**src/rtl/stim_pkg.sv**
```systemverilog
// Shared types and constants for the stimulus sequencer.
//   state_e     : sequencer FSM states
//   DefPat0..3  : power-on contents of pattern-table entries 0..3
//   def_word()  : reset value of any table entry (entries above 3 are zero)
package stim_pkg;

  typedef enum logic [1:0] {
    StIdle,
    StWaitTick,
    StSend,
    StDone
  } state_e;

  localparam logic [3:0] DefPat0 = 4'b0000;
  localparam logic [3:0] DefPat1 = 4'b0011;
  localparam logic [3:0] DefPat2 = 4'b1100;
  localparam logic [3:0] DefPat3 = 4'b1111;

  function automatic logic [3:0] def_word(input int unsigned i);
    case (i)
      0:       def_word = DefPat0;
      1:       def_word = DefPat1;
      2:       def_word = DefPat2;
      3:       def_word = DefPat3;
      default: def_word = 4'b0000;
    endcase
  endfunction

endpackage

```
**src/rtl/rst_sync_n.sv**
```systemverilog
// Active-low reset synchronizer: asserts asynchronously, releases after two
// rising clock edges.
//   i_clk   : clock
//   i_rst_n : raw asynchronous active-low reset
//   o_rst_n : synchronized active-low reset
module rst_sync_n (
  input  logic i_clk,
  input  logic i_rst_n,
  output logic o_rst_n
);

  logic r_ff1;
  logic r_ff2;

  always_ff @(posedge i_clk or negedge i_rst_n) begin
    if (!i_rst_n) begin
      r_ff1 <= 1'b0;
      r_ff2 <= 1'b0;
    end else begin
      r_ff1 <= 1'b1;
      r_ff2 <= r_ff1;
    end
  end

  assign o_rst_n = r_ff2;

endmodule

```
**src/rtl/stim_sequencer.sv**
```systemverilog
// Pattern-table stimulus sequencer. On start it walks the table, presenting
// one word per tick2-paced valid/ready handshake, and ends the run after the
// last word or after TIMEOUT cycles, whichever comes first.
//   i_clk, i_rst_n            : clock, asynchronous active-low reset
//   i_start                   : run request (IDLE only)
//   i_load_en/addr/data       : pattern-table write port (IDLE only)
//   o_out_valid/data, i_out_ready : output word handshake
//   o_tick2, o_tick4          : clk/2 and clk/4 single-cycle enables
//   o_busy, o_done, o_timeout : run in progress, run-end pulse, timeout flag
module stim_sequencer
  import stim_pkg::*;
#(
  parameter int unsigned DATA_W  = 4,
  parameter int unsigned DEPTH   = 4,
  parameter int unsigned TIMEOUT = 20
) (
  input  logic                     i_clk,
  input  logic                     i_rst_n,
  input  logic                     i_start,
  input  logic                     i_load_en,
  input  logic [$clog2(DEPTH)-1:0] i_load_addr,
  input  logic [DATA_W-1:0]        i_load_data,
  output logic                     o_out_valid,
  input  logic                     i_out_ready,
  output logic [DATA_W-1:0]        o_out_data,
  output logic                     o_tick2,
  output logic                     o_tick4,
  output logic                     o_busy,
  output logic                     o_done,
  output logic                     o_timeout
);

  localparam int unsigned AW = $clog2(DEPTH);
  localparam int unsigned CW = $clog2(TIMEOUT + 1);

  logic              w_rst_n;
  logic [1:0]        r_cnt;
  state_e            r_state, w_state_nxt;
  logic [AW-1:0]     r_idx, w_idx_nxt;
  logic [CW-1:0]     r_cyc, w_cyc_nxt;
  logic              r_timeout, w_timeout_nxt;
  logic [DATA_W-1:0] r_table [DEPTH];
  logic              w_load_we;
  logic              w_hs;
  logic              w_last;
  logic              w_expire;

  rst_sync_n u_rst_sync (
    .i_clk   (i_clk),
    .i_rst_n (i_rst_n),
    .o_rst_n (w_rst_n)
  );

  // Free-running tick counter.
  always_ff @(posedge i_clk or negedge w_rst_n) begin
    if (!w_rst_n) begin
      r_cnt <= 2'd0;
    end else begin
      r_cnt <= r_cnt + 2'd1;
    end
  end

  assign o_tick2 = r_cnt[0];
  assign o_tick4 = (r_cnt == 2'd3);

  assign o_out_valid = (r_state == StSend);
  assign o_out_data  = o_out_valid ? r_table[r_idx] : '0;
  assign o_busy      = (r_state == StWaitTick) || (r_state == StSend);
  assign o_done      = (r_state == StDone);
  assign o_timeout   = r_timeout;

  assign w_hs     = o_out_valid && i_out_ready;
  assign w_last   = (r_idx == AW'(DEPTH - 1));
  assign w_expire = (r_cyc == CW'(TIMEOUT - 1));

  always_comb begin
    w_state_nxt   = r_state;
    w_idx_nxt     = r_idx;
    w_cyc_nxt     = r_cyc;
    w_timeout_nxt = r_timeout;
    w_load_we     = 1'b0;
    unique case (r_state)
      StIdle: begin
        w_load_we = i_load_en;
        if (i_start) begin
          w_state_nxt   = StWaitTick;
          w_idx_nxt     = '0;
          w_cyc_nxt     = '0;
          w_timeout_nxt = 1'b0;
        end
      end
      StWaitTick: begin
        w_cyc_nxt = r_cyc + CW'(1);
        if (w_expire) begin
          w_state_nxt   = StDone;
          w_timeout_nxt = 1'b1;
        end else if (o_tick2) begin
          w_state_nxt = StSend;
        end
      end
      StSend: begin
        w_cyc_nxt = r_cyc + CW'(1);
        // A handshake in the expiry cycle still counts; the run only counts
        // as timed out if words remain after it.
        if (w_hs && w_last) begin
          w_state_nxt = StDone;
        end else if (w_expire) begin
          w_state_nxt   = StDone;
          w_timeout_nxt = 1'b1;
          if (w_hs) begin
            w_idx_nxt = r_idx + AW'(1);
          end
        end else if (w_hs) begin
          w_idx_nxt   = r_idx + AW'(1);
          w_state_nxt = StWaitTick;
        end
      end
      StDone: begin
        w_state_nxt = StIdle;
      end
      default: begin
        w_state_nxt = StIdle;
      end
    endcase
  end

  always_ff @(posedge i_clk or negedge w_rst_n) begin
    if (!w_rst_n) begin
      r_state   <= StIdle;
      r_idx     <= '0;
      r_cyc     <= '0;
      r_timeout <= 1'b0;
    end else begin
      r_state   <= w_state_nxt;
      r_idx     <= w_idx_nxt;
      r_cyc     <= w_cyc_nxt;
      r_timeout <= w_timeout_nxt;
    end
  end

  // Pattern table; reset restores the default patterns.
  always_ff @(posedge i_clk or negedge w_rst_n) begin
    if (!w_rst_n) begin
      for (int i = 0; i < int'(DEPTH); i++) begin
        r_table[i] <= DATA_W'(def_word(unsigned'(i)));
      end
    end else if (w_load_we) begin
      r_table[i_load_addr] <= i_load_data;
    end
  end

endmodule

```
**config.mk**
```make
export PLATFORM = sky130hd
export DESIGN_NAME = stim_sequencer
export DESIGN_NICKNAME = d
export VERILOG_FILES = /design/src/rtl/stim_pkg.sv /design/src/rtl/rst_sync_n.sv /design/src/rtl/stim_sequencer.sv
export SDC_FILE = /design/constraint.sdc
export NUM_CORES = 1
export LEC_CHECK = 0
export ABC_AREA = 0
export CORE_ASPECT_RATIO = 2
export CORE_UTILIZATION = 45
export CTS_CLUSTER_DIAMETER = 80
export CTS_CLUSTER_SIZE = 14
export DETAILED_ROUTE_END_ITERATION = 16
export PLACE_DENSITY = 0.71
export SLEW_MARGIN = 25
export SYNTH_ARGS = -nofsm -noshare
export SYNTH_HDL_FRONTEND = slang
export SYNTH_HIERARCHICAL = 1
export SYNTH_SLANG_ARGS = --single-unit
```
**constraint.sdc**
```tcl
create_clock -name i_clk -period 1.3 [get_ports i_clk]
set_input_delay 0.325 -clock i_clk [delete_from_list [all_inputs] [get_ports i_clk]]
set_output_delay 0.325 -clock i_clk [all_outputs]
set_load 0.01 [all_outputs]
```
* Yosys cells after proc, flatten, opt, wreduce, memory -nomap -nowiden
Cells that the tools add are included.
** Operators by class
- Equality and inequality tests :: 11
- Reduce and logical (&&, ||, !) cells :: 13
- $add $sub $neg :: 3
- Order comparisons :: 3
- Bitwise gates (word level) :: 2
- Muxes and demuxes :: 25
** Operators with widths (number)
- $mux W2 :: 9
- $bwmux W16 :: 1
- $mux W4 :: 4
- $pmux W5 S2 :: 1
- $bmux W4 S2 :: 1
- $demux W4 S2 :: 1
- $eq A2 B2 Y1 const B :: 4
- $pmux W2 S4 :: 1
- $ge A3 B3 Y1 const B :: 2
- $not A2 Y3 :: 2
- $reduce_and A3 Y1 :: 2
- $add A5 B1 Y5 const B :: 1
- $eq A5 B5 Y1 const B :: 1
- $mux W5 :: 1
- $add A2 B1 Y2 const B :: 2
- $mux W1 :: 4
- $ne A2 B2 Y1 const B :: 2
- $ne A4 B1 Y1 const B :: 1
- $pmux W2 S2 :: 1
- $reduce_and A4 Y1 :: 1
- $reduce_bool A2 Y1 :: 2
- $logic_and A1 B1 Y1 :: 3
- $lt A3 B1 Y1 const B :: 1
- $ne A3 B3 Y1 const B :: 1
- other kinds (8) :: 8
** Word-level totals
- Output and inout bits :: 10
- Input bits :: 11
- Word-level logic and storage cells :: 68
- Register bits after elaboration :: 30

* Longest topological paths before layout
- Word-level depth :: 6
- Gate-level depth with buffers :: 7
- Depth with buffers taken out :: 6

* Modules after synthesis
Netlist, hierarchy kept.
** Modules (own cells, without submodules)
- stim_sequencer :: times used 1, area each 1495.2 um2, cells each 123, sequential area each 710.7 um2
- rst_sync_n :: times used 1, area each 53.8 um2, cells each 3, sequential area each 50.0 um2

* Worst setup path before layout
Ideal clock, no wire load.
- Kind :: reg-to-reg
- Start point :: register r_state[0]
- End point :: register r_table[10] (netlist name)
- Data required time :: 1.175 ns
- Arrival :: 1.377 ns
- Buffers on the path :: 1
- Path slack :: -0.201 ns
- Library setup time :: 0.125 ns
- Clock period less this slack :: 1.501 ns
- Cell stages (with the launch flop) :: 8
- Cell sequence :: dfrtp_1 inv_1 ha_1 buf_6 nand2_4 nor2_1 nand2_1 mux2_2
** Between the ends
- Cells in the longest elaborated chain, start to end :: 2
** Ends and longest elaborated chain
- start: declaration :: RTL line stim_sequencer.sv:38 : state_e r_state, w_state_nxt;
- start signal: assignment :: RTL line stim_sequencer.sv:129 : r_state <= StIdle;
- start signal: assignment :: RTL line stim_sequencer.sv:134 : r_state <= w_state_nxt;
- $logic_not A2 Y1 :: RTL line stim_sequencer.sv:82 : unique case (r_state)
- $mux W1 :: RTL line stim_sequencer.sv:82
- end signal: indexed assignment :: RTL line stim_sequencer.sv:145 : r_table[i] <= DATA_W'(def_word(unsigned'(i)));
- end signal: indexed assignment :: RTL line stim_sequencer.sv:148 : r_table[i_load_addr] <= i_load_data;
- end: declaration :: RTL line stim_sequencer.sv:42 : logic [DATA_W-1:0] r_table [DEPTH];
Every way passes these cells.
A chain may end at the register's enable or synchronous reset.

* Worst setup path in the final report
- Start point :: register r_idx[0]
- End point :: output port o_out_data[0]
** Between the ends
- Cells in the longest elaborated chain, start to end :: 5
** Ends and longest elaborated chain
- start: declaration :: RTL line stim_sequencer.sv:39 : logic [AW-1:0] r_idx, w_idx_nxt;
- start signal: assignment :: RTL line stim_sequencer.sv:135 : r_idx <= w_idx_nxt;
- $not A2 Y3 (implied by the code) :: RTL line stim_sequencer.sv:67 : assign o_out_data = o_out_valid ? r_table[r_idx] : '0;
- $bmux W4 S2 :: RTL line stim_sequencer.sv:67
- $mux W4 (implied by the code) (2 in series) :: RTL line stim_sequencer.sv:67
- $mux W4 :: RTL line stim_sequencer.sv:67
- end: declaration :: RTL line stim_sequencer.sv:25 : output logic [DATA_W-1:0] o_out_data,
Every way passes these cells. The select of a mux whose other input is x is not followed.

==> flow_results.xml <==
<?xml version="1.0" encoding="UTF-8"?>
<metrics>
  <group name="outcome">
    <metric name="status" unit="">complete, but fails checks</metric>
    <metric name="failed_checks" unit="">DRC, setup timing</metric>
  </group>
  <group name="floorplan">
    <metric name="dieWidth" unit="um">43.5</metric>
    <metric name="dieArea" unit="mm^2">0.00369</metric>
    <metric name="dieHeight" unit="um">85.0</metric>
    <metric name="core_region_area" unit="mm^2">0.00323</metric>
    <metric name="i_o_pins" unit="">21</metric>
    <metric name="row_count" unit="">29</metric>
    <metric name="initial_utilization" unit="%">48.0</metric>
  </group>
  <group name="logic_synthesis">
    <metric name="synth_fa_ha_area_share" unit="%">5.65</metric>
    <metric name="area_share_of_and_or_nand_nor_cells_after_synthesis" unit="%">16.7</metric>
    <metric name="netlist.top_cell.by_area" unit="">dfrtp_1</metric>
    <metric name="area_of_the_mapped_netlist" unit="mm^2">0.00155</metric>
    <metric name="edff_count_synth" unit="">0</metric>
    <metric name="yosys-mux-area-fraction" unit="%">17.4</metric>
    <metric name="synth.avg_cell_area" unit="um^2">12.3</metric>
    <metric name="ys.warnings.count" unit="">6</metric>
    <metric name="synth_top_cells_by_area" unit="">dfrtp_1 (36%), dfstp_2 (14%), mux2_2 (12%)</metric>
    <metric name="share_of_flip_flops_with_an_asynchronous_set_or_reset" unit="%">100</metric>
    <metric name="synth_cell_count_leaders" unit="">dfrtp_1 (22), mux2_2 (16), dfstp_2 (8), nand2_1 (8), ha_1 (7)</metric>
    <metric name="synth_xor_xnor_area_share" unit="%">0</metric>
    <metric name="yosysTopAreaCellShare" unit="%">35.5</metric>
    <metric name="post-synth-top-count-cell" unit="">dfrtp_1</metric>
    <metric name="seq_area_frac_synth" unit="%">49.1</metric>
    <metric name="synthDistinctLibCells" unit="">36</metric>
    <metric name="postSynthNetCount" unit="">144</metric>
    <metric name="dominant_combinational_cell_family_by_area_after_synthesis" unit="">multiplexers</metric>
    <metric name="synth-seq-cells" unit="">30</metric>
    <metric name="post_synth_inst_count" unit="">126</metric>
    <metric name="synth-compound-area-share" unit="%">7.59</metric>
    <metric name="postSynth.topFlopCell" unit="">dfrtp_1</metric>
  </group>
  <group name="cells_and_area">
    <metric name="fillerInstances" unit="">167</metric>
    <metric name="final_nets" unit="">222</metric>
    <metric name="num_antenna_cells" unit="">0</metric>
    <metric name="final-seq-area" unit="um^2">762</metric>
    <metric name="area_taken_by_multi_input_logic_gates" unit="mm^2">0.00103</metric>
    <metric name="fraction_of_final_layout_cells_with_drive_strength_greater_than_1" unit="%">68.8</metric>
    <metric name="areaGrowthSynthToFinish" unit="%">72.5</metric>
    <metric name="utilization" unit="%">82.8</metric>
    <metric name="layout.cells.non_filler" unit="">236</metric>
  </group>
  <group name="routing">
    <metric name="via_per_inst" unit="">5.82</metric>
    <metric name="vias" unit="">1373</metric>
    <metric name="number_of_drc_violations_after_detailed_routing_iteration_0" unit="">54</metric>
    <metric name="detailedRoute.firstPassIterationCount" unit="">10</metric>
    <metric name="dr_wl_met3" unit="um">135</metric>
    <metric name="detailed_routed_wire_length_on_met2" unit="mm">2.84</metric>
    <metric name="avgRoutedWirePerCell" unit="um">20.7</metric>
    <metric name="route.antenna.remaining_nets" unit="">0</metric>
    <metric name="wirelength" unit="mm">4.88</metric>
    <metric name="detail_route.wirelength.met1" unit="mm">1.69</metric>
    <metric name="drt_drc_violations_left" unit="">2</metric>
    <metric name="highest_layer_used_for_signal_routing" unit="">met4</metric>
  </group>
  <group name="worst_setup_path">
    <metric name="path_max_fanout" unit="">4</metric>
    <metric name="critical_path_arrival" unit="ps">1570</metric>
    <metric name="critPathRequiredTime" unit="ps">980</metric>
    <metric name="critPathCaptureType" unit="">primary output</metric>
    <metric name="start_kind" unit="">flip-flop</metric>
    <metric name="worstSetupPathType" unit="">reg -&gt; out</metric>
  </group>
  <group name="clock_network">
    <metric name="h_tree_depth" unit="">2</metric>
    <metric name="clock_tree.buffer_depth" unit="">2</metric>
    <metric name="sink_count_of_the_clock_tree" unit="">30</metric>
    <metric name="cts.clk_slew.worst_paths" unit="ps">70</metric>
    <metric name="clock_insertion_delay_worst_skew" unit="ps">290</metric>
    <metric name="holdBufCountCts" unit="">0</metric>
    <metric name="cts-root-buf" unit="">clkbuf_8</metric>
    <metric name="tritoncts" unit="">done</metric>
    <metric name="cts-buffers-inserted" unit="">5</metric>
  </group>
  <group name="power">
    <metric name="vdd_ir_drop_max" unit="mV">1.55</metric>
    <metric name="power.internal" unit="mW">4.11</metric>
    <metric name="clockPowerShare" unit="%">12.6</metric>
    <metric name="total_power" unit="mW">6.36</metric>
    <metric name="power_density" unit="mW/mm^2">2380</metric>
    <metric name="pwr-share-comb" unit="%">62.4</metric>
    <metric name="total_leakage_power" unit="nW">1.20</metric>
    <metric name="p_switching" unit="mW">2.25</metric>
    <metric name="seq_power_share" unit="%">25.1</metric>
    <metric name="swShare" unit="%">35.4</metric>
  </group>
  <group name="sta">
    <metric name="finClkSkew" unit="ps">5.35</metric>
    <metric name="timing.final.max_slew_violations" unit="">0</metric>
    <metric name="clock.fmax" unit="GHz">0.527</metric>
    <metric name="unrepaired_setup_endpoints_after_global_routing" unit="">true</metric>
    <metric name="layout_min_cycle_time" unit="ps">1900</metric>
    <metric name="fin_ws" unit="ps">-599</metric>
    <metric name="totalNegativeSetupSlack" unit="ps">-13170</metric>
    <metric name="setup_viol_count_final" unit="">34</metric>
    <metric name="final.period_utilization" unit="%">146</metric>
    <metric name="finalHoldWorstSlack" unit="ps">191</metric>
    <metric name="finalHoldViolations" unit="">0</metric>
  </group>
  <group name="job">
    <metric name="cap_viol_max_count" unit="">0</metric>
  </group>
  <group name="grt">
    <metric name="grt_pass1_wl" unit="mm">7.33</metric>
    <metric name="gr-usage-all-layers" unit="%">27.7</metric>
    <metric name="antenna_violations_before_repair" unit="">0</metric>
    <metric name="grt_start_max_net_pins" unit="">29</metric>
    <metric name="via_count_of_the_first_global_routing_pass" unit="">1495</metric>
    <metric name="global_route.overflow_total" unit="">0</metric>
  </group>
  <group name="placed_design">
    <metric name="post-place-cells" unit="">200</metric>
    <metric name="finalWeightedCongestion" unit="">0.740</metric>
    <metric name="port_buffers" unit="">20</metric>
    <metric name="place.detailed.hpwl" unit="mm">2.62</metric>
  </group>
  <group name="min_path">
    <metric name="hold_class" unit="">in -&gt; async</metric>
  </group>
</metrics>
==> final cells by class <==
| class | count | share of cell area (%) |
|---|---|---|
| multi-input cells | 87 | 38.4 |
| flip-flops and latches | 30 | 28.5 |
| repair buffers | 74 | 26.9 |
| clock buffers | 6 | 3.09 |
| well taps | 31 | 1.45 |
| inverters | 6 | 1.12 |
| clock inverters | 2 | 0.468 |
==> worst paths after layout <==
| kind | end | slack (ps) | cells past startpoint | startpoint |
|---|---|---|---|---|
| hold / removal | u_rst_sync/r_ff1 | 190 | 1 | i_rst_n |
| setup reg to reg | r_table[11] | -460 | 9 | r_state[0] |
| min in group i_clk | u_rst_sync/o_rst_n | 360 | 0 | u_rst_sync/r_ff1 |
| hold reg to reg | r_state[0] | 240 | 1 | u_rst_sync/o_rst_n |
| max in group asynchronous | r_table[8] | 740 | 1 | u_rst_sync/o_rst_n |
| setup / recovery | o_out_data[0] | -600 | 4 | r_idx[0] |
==> per-stage QoR <==
step / area, um^2 / worst slack [ps]
finish: 2670 / -599
global route: 2670 / -649
CTS: 2490 / -606
detailed placement: 2000 / -675
global placement: 2000 / -675
floorplan: 1590 / -165
==> critical path: stages (launching register included) <==
cell and delay (ps):
dfrtp_2 410, buf_4 130, mux4_2 470, and2_4 150, buf_2 130
==> registers in the layout (all words and copies together) (netlist names) <==
signal / cells
r_cnt: 2
r_idx: 2
u_rst_sync/r_ff1: 1
r_table: 16
o_timeout: 1
u_rst_sync/o_rst_n: 1
r_cyc: 5
r_state: 2
==> power groups by stage <==
stage	logic (mW)	registers, mW	clock network, mW
detailed placement	2.23	1.59	0
finish	3.96	1.59	0.800
global route	4.20	1.62	0.845
floorplan	1.40	1.54	0
CTS	3.30	1.57	0.822
global placement	2.17	1.56	0
==> metal layers <==
metal  vias to the layer above  track usage, %
li1                        606               -
met1                       699            27.9
met2                        47            51.7
met3                        21            4.47
met4                         0            14.2
met5                         -               0
==> placed cells by master (no fill, tap or decap), types with 4 or more instances in the layout <==
cell type,count
nand2_4,4
clkdlybuf4s50_1,10
ha_4,6
clkbuf_8,6
and2_4,5
dfstp_2,8
mux2_4,5
buf_4,24
mux4_2,4
buf_6,35
mux2_2,11
dfrtp_1,21
inv_1,4
==> what timing repair did <==
| item | 4_1_cts | 5_1_grt |
|---|---|---|
| endpoints found under the setup margin | 36 | 36 |
| resized for setup | 109 | 24 |
| pin swaps | 18 | 13 |
| setup buffers | 16 | 16 |
==> cell families (layout without fill, tap and decap cells) <==
group           after synthesis  after routing
other cells                   1              1
flops                        30             30
fa+ha+maj                     7              7
buf+inv                       9             88
mux                          20             20
simple gates                 41             41
compound gates               18             18
No activity file was read; power rests on OpenSTA's default activity.
